`src/rtl/synth_pkg.sv`:
```
// Shared audio-path constants and types for the synth voice mixer and its I2S transmitter.
// Latency: n/a (declarations only). Backpressure: n/a.
// Also holds the elaboration-time legality check for the transmitter parameters.
package synth_pkg;

    localparam int BITWIDTH      = 24;
    localparam int I2S_SLOT_BITS = 32;
    localparam int I2S_CLK_DIV   = 16;

    typedef struct packed {
        logic lrclk;
        logic sdata;
    } i2s_pins_t;

    localparam i2s_pins_t I2S_PINS_IDLE = '{lrclk: 1'b1, sdata: 1'b0};

    // A slot must hold the one-bit I2S delay plus the whole sample, and the
    // BCLK half-period needs at least two ctl_clk cycles.
    function automatic bit i2s_params_ok(input int bitwidth, input int slot_bits,
                                         input int clk_div);
        return (bitwidth >= 1) && (slot_bits >= bitwidth + 1) && (clk_div >= 2);
    endfunction

endpackage

```
`src/rtl/i2s_bclk_gen.sv`:
```
// I2S bit-clock generator: integer divider of ctl_clk, plus a strobe marking the BCLK falling edge.
// Latency: first BCLK rise CLK_DIV cycles after reset/enable; fall_evt is combinational, valid in the cycle before BCLK drops.
// Backpressure: none; free-running while en is high, held at reset values while en is low.
module i2s_bclk_gen #(
    parameter int CLK_DIV = synth_pkg::I2S_CLK_DIV
) (
    input  logic ctl_clk,
    input  logic ctl_rst,
    input  logic en,
    output logic bclk,
    output logic fall_evt
);

    localparam int DW = $clog2(CLK_DIV);
    localparam logic [DW-1:0] DIV_LAST = DW'(CLK_DIV - 1);

    logic [DW-1:0] div_cnt;
    logic          div_wrap;

    assign div_wrap = (div_cnt == DIV_LAST);
    // Asserted in the cycle whose closing edge drives bclk 1 -> 0.
    assign fall_evt = en && div_wrap && bclk;

    always_ff @(posedge ctl_clk or negedge ctl_rst) begin
        if (!ctl_rst) begin
            div_cnt <= '0;
            bclk    <= 1'b0;
        end else if (!en) begin
            div_cnt <= '0;
            bclk    <= 1'b0;
        end else begin
            div_cnt <= div_wrap ? '0 : div_cnt + 1'b1;
            if (div_wrap) begin
                bclk <= ~bclk;
            end
        end
    end

endmodule

```
`src/rtl/i2s_tx.sv`:
```
// Philips I2S transmitter: latches one mono sample per frame and sends it MSB-first in both slots.
// Latency: MSB on i2s_sdata 2*CLK_DIV cycles after capture; aud_freq pulses one cycle after each capture.
// Backpressure: none; paces the upstream mixer with aud_freq, sample_in must be stable by the next capture.
module i2s_tx #(
    parameter int BITWIDTH  = synth_pkg::BITWIDTH,
    parameter int SLOT_BITS = synth_pkg::I2S_SLOT_BITS,
    parameter int CLK_DIV   = synth_pkg::I2S_CLK_DIV
) (
    input  logic                ctl_clk,
    input  logic                ctl_rst,
    input  logic                en,
    input  logic [BITWIDTH-1:0] sample_in,
    output logic                aud_freq,
    output logic                i2s_bclk,
    output logic                i2s_lrclk,
    output logic                i2s_sdata
);

    import synth_pkg::*;

    generate
        if (!i2s_params_ok(BITWIDTH, SLOT_BITS, CLK_DIV)) begin : g_bad_params
            $error("i2s_tx: need SLOT_BITS >= BITWIDTH+1 and CLK_DIV >= 2");
        end
    endgenerate

    localparam int FRAME_BITS = 2 * SLOT_BITS;
    localparam int BCW        = $clog2(FRAME_BITS);
    localparam logic [BCW-1:0] BIT_LAST    = BCW'(FRAME_BITS - 1);
    localparam logic [BCW-1:0] RIGHT_FIRST = BCW'(SLOT_BITS);

    logic                 fall_evt;
    logic                 frame_wrap;
    logic [BCW-1:0]       bit_cnt;
    logic [BCW-1:0]       bit_cnt_nxt;
    logic [BCW-1:0]       slot_bit;
    logic [BITWIDTH-1:0]  hold;
    logic [SLOT_BITS-1:0] slot_word;
    logic [SLOT_BITS-1:0] slot_shift;
    i2s_pins_t            pins;
    i2s_pins_t            pins_nxt;

    i2s_bclk_gen #(
        .CLK_DIV (CLK_DIV)
    ) u_bclk_gen (
        .ctl_clk  (ctl_clk),
        .ctl_rst  (ctl_rst),
        .en       (en),
        .bclk     (i2s_bclk),
        .fall_evt (fall_evt)
    );

    // Slot layout, MSB of the vector sent first: one delay bit, the sample, zero padding.
    always_comb begin
        frame_wrap     = (bit_cnt == BIT_LAST);
        bit_cnt_nxt    = frame_wrap ? '0 : bit_cnt + 1'b1;
        pins_nxt.lrclk = (bit_cnt_nxt >= RIGHT_FIRST);
        slot_bit       = pins_nxt.lrclk ? bit_cnt_nxt - RIGHT_FIRST : bit_cnt_nxt;
        slot_word      = SLOT_BITS'({1'b0, hold}) << (SLOT_BITS - BITWIDTH - 1);
        slot_shift     = slot_word << slot_bit;
        pins_nxt.sdata = slot_shift[SLOT_BITS-1];
    end

    // On the wrap edge slot bit 0 is the delay bit, so the new hold value is not needed yet.
    always_ff @(posedge ctl_clk or negedge ctl_rst) begin
        if (!ctl_rst) begin
            bit_cnt  <= BIT_LAST;
            hold     <= '0;
            pins     <= I2S_PINS_IDLE;
            aud_freq <= 1'b0;
        end else if (!en) begin
            bit_cnt  <= BIT_LAST;
            hold     <= '0;
            pins     <= I2S_PINS_IDLE;
            aud_freq <= 1'b0;
        end else begin
            aud_freq <= fall_evt && frame_wrap;
            if (fall_evt) begin
                bit_cnt <= bit_cnt_nxt;
                pins    <= pins_nxt;
                if (frame_wrap) begin
                    hold <= sample_in;
                end
            end
        end
    end

    assign i2s_lrclk = pins.lrclk;
    assign i2s_sdata = pins.sdata;

endmodule
```
`config.mk`:
```
export PLATFORM = sky130hd
export DESIGN_NAME = i2s_tx
export DESIGN_NICKNAME = d
export VERILOG_FILES = /design/src/rtl/synth_pkg.sv /design/src/rtl/i2s_bclk_gen.sv /design/src/rtl/i2s_tx.sv
export SDC_FILE = /design/constraint.sdc
export NUM_CORES = 1
export LEC_CHECK = 0
export BUFFER_PORTS_ARGS = -buffer_cell sky130_fd_sc_hd__clkbuf_2
export CORE_ASPECT_RATIO = 0.9
export CORE_MARGIN = 2
export CORE_UTILIZATION = 29
export DETAILED_ROUTE_END_ITERATION = 10
export HOLD_SLACK_MARGIN = 0.08
export PLACE_DENSITY = 0.44
export SYNTH_ARGS = -nofsm -noshare
export SYNTH_HDL_FRONTEND = slang
export SYNTH_SLANG_ARGS = --single-unit
```
`constraint.sdc`:
```
create_clock -name ctl_clk -period 3.2 [get_ports ctl_clk]
set_clock_uncertainty 0.1 [all_clocks]
set_input_delay 0.32 -clock ctl_clk [delete_from_list [all_inputs] [get_ports ctl_clk]]
set_output_delay 0.32 -clock ctl_clk [all_outputs]
set_load 0.01 [all_outputs]
```
==> flow_summary.ini, run 1 <==
[outcome]
outcome = complete, no violations

[finish]
drive_above_1_share = 0.232
nets = 261
mostFrequentLayoutCells = nand2_1 (54), dfrtp_1 (31), o21ai_0 (30), clkbuf_2 (30), nand3_1 (8)
antenna_cells = 0
syn_to_final_growth_pct = 17.9
final_common_cell = nand2_1

[synthesis]
syn_area_per_cell_um2 = 9.15
syn_area_um2 = 1890
synth.top_cell.area_share = 0.411
syn_inst = 206
syn-num-nets = 235
ys.flop_type = dfrtp_1
yosys_warnings = 0
synthArstFlopShare = 1.00
synth_area_leaders = dfrtp_1 (41%), nand2_1 (11%), dfstp_2 (9.8%), o21ai_0 (8.0%), nand3_1 (2.1%)
yosysSeqAreaShare = 0.509
synth_edf_count = 0
ys_seq_elements = 38
synth_top_area_cell = dfrtp_1
ys_types = 37

[timing]
rsz0062_at_grt = false
slew_headroom = 0.362
min_period_over_period = 0.835
hold_viol = 0
tns_ps = 0
max_freq_ghz = 0.374
setup_viol = 0
setup_ws_ps = 529
slew_violations = 0
tightest_slew_ps = 957
final.min_clock_period_ps = 2670

[placement]
hpwl_um = 2800
io_buffers = 30
pre_cts_ws_ps = 553
place.gp.congestion = 0.713

[worst_setup_path]
r2r_slack_ps = 530
crit_fanout = 11
cp_data_required_time_ps = 3250
rr_worst_depth = 7
cp.arrival_ps = 2720
rr_startpoint = bit_cnt[0]$_DFFE_PN1P_
crit_end = i2s_sdata$_DFFE_PN0P_
crit_type = flip-flop to flip-flop
r2r_end = i2s_sdata$_DFFE_PN0P_
critPathLaunchType = flip-flop
critPathLaunch = bit_cnt[0]$_DFFE_PN1P_
crit_path_end_kind = flip-flop

[clock_tree]
clk_latency_ps = 280
clk_pin_slew_ps = 70
holdBufCountCts = 0
post_cts_resized = 0
postCtsSetupBuffers = 0
cts_tree = yes
clockBufferDepth = 2
root_buffer = clkbuf_8
htreeDepth = 2
clkSinkCount = 38
cts_made_buffers = 5

[grt]
overflow = 0
first_global_vias = 1444
grt_pass1_wl_um = 7220
antenna_found_initial = 0
grt_max_degree = 50
grtUsageTotal = 0.131

[power]
power.share.sequential = 0.514
peakVddDrop_mv = 0.134
power.density_nw_per_um2 = 426
power_frac_comb = 0.041
p_int_uw = 754
sw_frac_of_total = 0.203
leakagePower_uw = 0.00100
p_switching_uw = 193
clkPwrFrac = 0.445

[drt]
ant_nets = 0
via_per_inst = 4.63
drc = 0
vias = 1480
first_iter_violations = 72
wirelength_um = 4140
firstDrtPassIters = 4
wl_per_cell_um = 12.9

[die]
initial_utilization = 0.303
die_height_um = 80.5
rows = 27
num_io_pins = 31
dieArea_um2 = 7160
fp.dieW_um = 89.0
core_area_um2 = 6220

[flow_run]
maxCapViolCount = 0

[min_path]
worst_hold_path_type = input port to asynchronous set/reset pin
-- cells in the mapped netlist, types with 3 or more instances --
cell type and count:
mux2i_1 3, clkbuf_1 9, a21oi_1 5, and3_1 3, nor2b_1 3, o311ai_0 3, nor2_1 6, xor2_1 3
inv_1 4, nand3_1 8, buf_2 3, xnor2_1 3, and2_1 4, dfrtp_1 31, dfstp_2 7, nand2_1 54
o21ai_0 30
-- power by group through the flow --
stage	combinational [uW]	clock (uW)	sequential [uW]
6_report	38.5	422	486
5_1_grt	45.1	460	487
4_1_cts	40.3	433	486
3_5_place_dp	40.0	0	495
3_3_place_gp	40.0	0	495
2_1_floorplan	11.4	0	495
-- per-layer routing --
metal	wire [um]	part of all wire	GRT usage	vias up
li1	-	-	-	753
met1	2200	0.53	0.197	693
met2	1720	0.42	0.184	30
met3	170	0.041	0.0339	4
met4	39	0.0094	0.0358	0
met5	0	0	0	-
-- worst max-delay path, cell delays in order, from the launching register on --
cell      delay, ps
dfstp_2         680
ha_1            270
and3_4          240
a31oi_4         160
mux2_4          330
a311o_1         340
o31ai_1         300
o211ai_1        130
-- flip-flops by register name (all words and copies together) (netlist names) --
| signal | count |
|---|---|
| hold | 24 |
| bit_cnt | 6 |
| u_bclk_gen.div_cnt | 4 |
| aud_freq | 1 |
| i2s_lrclk | 1 |
| i2s_sdata | 1 |
| u_bclk_gen.bclk | 1 |
-- through the flow --
step	std cells	instance area, um^2	total power [uW]	hold slack (ps)	util
5_1_grt	320	2220	992	128	0.358
2_1_floorplan	206	1890	506	-75.6	-
6_report	320	2220	946	76.7	0.358
3_5_place_dp	312	2110	535	397	0.339
3_3_place_gp	312	2110	535	386	0.339
4_1_cts	320	2220	960	117	0.358
-- logic make-up (layout without fill, tap and decap cells) --
logic type	Yosys count	count (layout)	synth area share
AND/OR/NAND/NOR	88	88	0.212
XOR/XNOR	6	6	0.0279
multiplexers	7	7	0.0478
AO/OA/AOI/OAI	48	48	0.155
adder cells (fa/ha/maj)	2	2	0.0133
buffers and inverters	17	44	0.0358
flip-flops	38	38	0.509
-- final cells by class --
cell class	instances	area [um^2]
fillers	674	3990
flip-flops and latches	38	960
repair buffers	32	165
clock buffers	7	86.3
multi-input cells	151	858
clock inverters	1	30.0
well taps	87	109
inverters	4	15.0
-- how the worst min path moves through the flow --
stage / startpoint / to / slack [ps] / cells after the start
2_1_floorplan: ctl_rst / aud_freq$_DFF_PN0_ / -80 / 0
3_3_place_gp: u_bclk_gen.div_cnt[0]$_DFF_PN0_ / u_bclk_gen.div_cnt[0]$_DFF_PN0_ / 390 / 1
3_5_place_dp: u_bclk_gen.div_cnt[0]$_DFF_PN0_ / u_bclk_gen.div_cnt[0]$_DFF_PN0_ / 400 / 1
4_1_cts: ctl_rst / hold[21]$_DFFE_PN0P_ / 120 / 1
5_1_grt: sample_in[19] / hold[19]$_DFFE_PN0P_ / 130 / 3
6_report: ctl_rst / u_bclk_gen.div_cnt[3]$_DFF_PN0_ / 80 / 1
Note: power is estimated with default switching activity, not from simulation.
==> inputs of run 2 (changes only) <==
PLACE_DENSITY = 0.45   (was 0.44)
clock period = 2.3 ns   (was 3.2 ns; I/O delays follow)
==> flow_summary.ini, run 2 (same netlist as run 1, synthesis figures left out) <==
[outcome]
outcome = complete, no violations

[clock_tree]
clk_pin_slew_ps = 80
clockBufferDepth = 2
htreeDepth = 2
root_buffer = clkbuf_8
cts_made_buffers = 5
cts_tree = yes
postCtsSetupBuffers = 0
clk_latency_ps = 290
clkSinkCount = 38

[drt]
met1Wirelength_um = 2220
wirelength_um = 4290
drc = 0
firstDrtPassIters = 4
vias = 1566
first_iter_violations = 46
wl_per_cell_um = 12.2
via_per_inst = 4.44
wl_met3_um = 143
ant_nets = 0
wl_met2_um = 1880
dr.max_layer_used = met4

[die]
fp.dieW_um = 89.0
core_area_um2 = 6220
num_io_pins = 31
die_height_um = 80.5
initial_utilization = 0.303
dieArea_um2 = 7160
rows = 27

[timing]
hold_viol = 0
setup_viol = 0
tightest_slew_ps = 447
max_freq_ghz = 0.460
slew_headroom = 0.701
min_period_over_period = 0.946
setup_ws_ps = 125
final.min_clock_period_ps = 2170
slew_violations = 0
tns_ps = 0

[power]
clkPwrFrac = 0.473
p_switching_uw = 293
peakVddDrop_mv = 0.236
power_frac_comb = 0.062
sw_frac_of_total = 0.202
power.density_nw_per_um2 = 562
power.share.sequential = 0.466
leakagePower_uw = 0.00115
p_int_uw = 1160

[finish]
nets = 294
syn_to_final_growth_pct = 37.0
stdcell_count = 353
mostFrequentLayoutCells = nand2_1 (54), dfrtp_1 (31), o21ai_0 (30), clkbuf_2 (30), dlygate4sd3_1 (25)
stdcell_area_um2 = 2580
reg_top3 = hold (24), bit_cnt (6), u_bclk_gen.div_cnt (4)
regMostFlops = hold
largest_register_ffs = 24
antenna_cells = 0
drive_above_1_share = 0.248
final_common_cell = nand2_1

[worst_setup_path]
critPathLaunch = bit_cnt[1]$_DFFE_PN1P_
cp.arrival_ps = 2240
path_cells = ha_2, and3_4, a31oi_4, mux2_4, a311o_1, o31ai_2, o211ai_1
rr_startpoint = bit_cnt[1]$_DFFE_PN1P_
cpPeakStageDelay_ps = 560
r2r_slack_ps = 130
crit_type = flip-flop to flip-flop
rr_worst_depth = 7
crit_path_top_delay_cell = dfstp_2
cp_data_required_time_ps = 2370
critPathLaunchType = flip-flop
r2r_end = i2s_sdata$_DFFE_PN0P_
crit_fanout = 4
crit_path_end_kind = flip-flop
crit_end = i2s_sdata$_DFFE_PN0P_

[grt]
grt_pass1_wl_um = 7760
overflow = 0
grtUsageTotal = 0.141
grt_max_degree = 50
first_global_vias = 1581
antenna_found_initial = 0

[placement]
placed_cells = 320
hpwl_um = 2800
place.gp.congestion = 0.756
pre_cts_ws_ps = 34.9
io_buffers = 30
postPlaceCellArea_um2 = 2180

[min_path]
worst_hold_path_type = input port to flip-flop

[flow_run]
maxCapViolCount = 0
## run 2: cell type report
class	instances	area, um^2
clock inverter	3	68.8
fill	669	3630
multi-input combinational	151	873
sequential	38	960
timing repair buffer	65	488
inverter	4	15.0
tap	87	109
clock buffer	5	68.8
## run 2: worst min path at each step
| stage | from | cells after the start | slack, ps | endpoint |
|---|---|---|---|---|
| after floorplan | ctl_rst | 0 | -170 | aud_freq$_DFF_PN0_ |
| after global placement | ctl_rst | 1 | 50 | u_bclk_gen.div_cnt[3]$_DFF_PN0_ |
| after detailed placement | ctl_rst | 1 | 40 | u_bclk_gen.div_cnt[3]$_DFF_PN0_ |
| after CTS | en | 2 | 130 | u_bclk_gen.bclk$_DFFE_PN0P_ |
| after global routing | en | 2 | 140 | u_bclk_gen.div_cnt[2]$_DFF_PN0_ |
| final | en | 2 | 130 | u_bclk_gen.bclk$_DFFE_PN0P_ |
## run 2: power by group through the flow
stage / clock network [uW] / logic, uW / registers, uW
after floorplan: 0 / 15.9 / 688
after global placement: 0 / 58.4 / 689
after detailed placement: 0 / 58.1 / 689
after CTS: 710 / 91.1 / 676
after global routing: 747 / 102 / 677
final: 686 / 89.5 / 676
## run 2: layer usage
| metal | GRT usage | vias to the layer above |
|---|---|---|
| met2 | 0.209 | 25 |
| met3 | 0.0339 | 5 |
| li1 | - | 820 |
| met5 | 0 | - |
| met4 | 0.0403 | 0 |
| met1 | 0.204 | 716 |
## run 2: through the flow
step	power, uW	util	hold slack [ps]
6_report	1450	0.415	128
5_1_grt	1530	0.415	136
4_1_cts	1480	0.413	125
3_5_place_dp	747	0.351	42.9
3_3_place_gp	747	0.351	48.3
2_1_floorplan	704	-	-166
## run 2: critical path, delay by kind of cell (launching register included)
family	cells	cell delay, ps
compound gates	4	700
fa+ha+maj	1	180
flops	1	560
simple gates	1	210
mux	1	300
## run 2: what timing repair did
action                                 CTS  global route
setup endpoints to repair                0             1
hold buffers                            25             0
endpoints found under the hold margin   46             0
gates resized for setup                  0             3
==> inputs of run 3 (changes only) <==
ABC_CLOCK_PERIOD_IN_PS = 2300   (was unset)
CORE_UTILIZATION = 40   (was 29)
PLACE_DENSITY = 0.59   (was 0.45)
==> flow_summary.ini, run 3 (same netlist as run 1, synthesis figures left out) <==
[drt]
first_iter_violations = 79
vias = 1582
wl_per_cell_um = 12.6
wirelength_um = 4130
drc = 0
ant_nets = 0
firstDrtPassIters = 4
via_per_inst = 4.81

[clock_tree]
cts_tree = yes
clk_latency_ps = 290
htreeDepth = 2
clkSinkCount = 38
root_buffer = clkbuf_8
cts_made_buffers = 5
clockBufferDepth = 2
clk_pin_slew_ps = 80

[placement]
postPlaceCellArea_um2 = 2150
hpwl_um = 2560
place.gp.congestion = 0.803
io_buffers = 30

[timing]
min_period_over_period = 0.965
slew_headroom = 0.398
slew_violations = 0
setup_viol = 0
fin_hold_ws_ps = 315
tns_ps = 0
final.min_clock_period_ps = 2220
tightest_slew_ps = 904
max_freq_ghz = 0.451
hold_viol = 0

[power]
p_total_uw = 1240
leakagePower_uw = 0.00114
power.density_nw_per_um2 = 492
peakVddDrop_mv = 0.335

[worst_setup_path]
crit_fanout = 4
r2r_slack_ps = 80
crit_path_top_delay_cell = dfstp_2
critPathLaunchType = flip-flop
cpPeakStageDelay_ps = 570
cp.arrival_ps = 2280
crit_type = flip-flop to flip-flop
crit_path_end_kind = flip-flop
path_cells = ha_4, and3_4, a31oi_4, mux2_4, a311o_1, o31ai_2, o211ai_1
cp_data_required_time_ps = 2360

[finish]
largest_register_ffs = 24
final_common_cell = nand2_1
nets = 295
reg_top3 = hold (24), bit_cnt (6), u_bclk_gen.div_cnt (4)
stdcell_area_um2 = 2510
mostFrequentLayoutCells = nand2_1 (54), dfrtp_1 (31), o21ai_0 (30), clkbuf_2 (30), dlygate4sd3_1 (25)
syn_to_final_growth_pct = 33.4
regMostFlops = hold
antenna_cells = 0
drive_above_1_share = 0.243

[die]
core_area_um2 = 4490
initial_utilization = 0.420
die_height_um = 69.1
rows = 23
dieArea_um2 = 5280
fp.dieW_um = 76.4
num_io_pins = 31

[flow_run]
maxCapViolCount = 0

[min_path]
worst_hold_path_type = input port to flip-flop

[grt]
first_global_vias = 1562
grt_pass1_wl_um = 7090
grt_max_degree = 50
antenna_found_initial = 0
grtUsageTotal = 0.168
overflow = 0

[outcome]
outcome = complete, no violations
## run 3: timing repair
item | in CTS | in global routing
setup endpoints to repair | 1 | 1
setup buffers | 0 | 1
gates resized for setup | 2 | 1
hold endpoints to repair | 55 | 0
hold buffers | 25 | 0
pin swaps | 0 | 2
## run 3: critical path: cells and delay by family, from the launching register on
kind                       cells  cell delay, ps
AOI/OAI and AO/OA              4             760
and+or+nand+nor                1             210
adders and majority gates      1             150
DFF                            1             570
muxes                          1             300
## run 3: cell type report
cell class	instances	area, um^2
flip-flops and latches	38	960
well taps	62	77.6
inverters	4	15.0
clock inverters	1	5.00
fillers	419	1970
multi-input cells	151	876
repair buffers	66	495
clock buffers	7	86.3
## run 3: path summary, 6_finish.rpt
| check | start | to | cells after the start |
|---|---|---|---|
| max | bit_cnt[1]$_DFFE_PN1P_ | i2s_sdata$_DFFE_PN0P_ | 7 |
| min | en | bit_cnt[4]$_DFFE_PN1P_ | 4 |
| max reg2reg | bit_cnt[1]$_DFFE_PN1P_ | i2s_sdata$_DFFE_PN0P_ | 7 |
| min reg2reg | u_bclk_gen.div_cnt[0]$_DFF_PN0_ | u_bclk_gen.div_cnt[0]$_DFF_PN0_ | 1 |
| max in group asynchronous | ctl_rst | i2s_lrclk$_DFFE_PN1P_ | 3 |
| min in group asynchronous | ctl_rst | u_bclk_gen.bclk$_DFFE_PN0P_ | 2 |
## run 3: report_power, final
group	switching, uW	internal, uW	leakage (uW)
Clock	230	242	0.0000482
Sequential	3.96	673	0.000504
Combinational	37.4	52.0	0.000584
Total	272	967	0.00114
## run 3: per-stage QoR
step / utilization / instances / setup slack (ps)
2_1_floorplan: - / 206 / 18.0
3_3_place_gp: 0.479 / 295 / 13.4
3_5_place_dp: 0.479 / 295 / -31.2
4_1_cts: 0.557 / 328 / 23.6
5_1_grt: 0.560 / 329 / -12.9
6_report: 0.560 / 329 / 81.4
## run 3: routing by layer
| layer | share of wire | global-route usage | vias up |
|---|---|---|---|
| met2 | 0.46 | 0.264 | 28 |
| met5 | 0 | 0 | - |
| met1 | 0.50 | 0.229 | 724 |
| met3 | 0.029 | 0.0406 | 4 |
| met4 | 0.010 | 0.0545 | 0 |
| li1 | - | - | 826 |
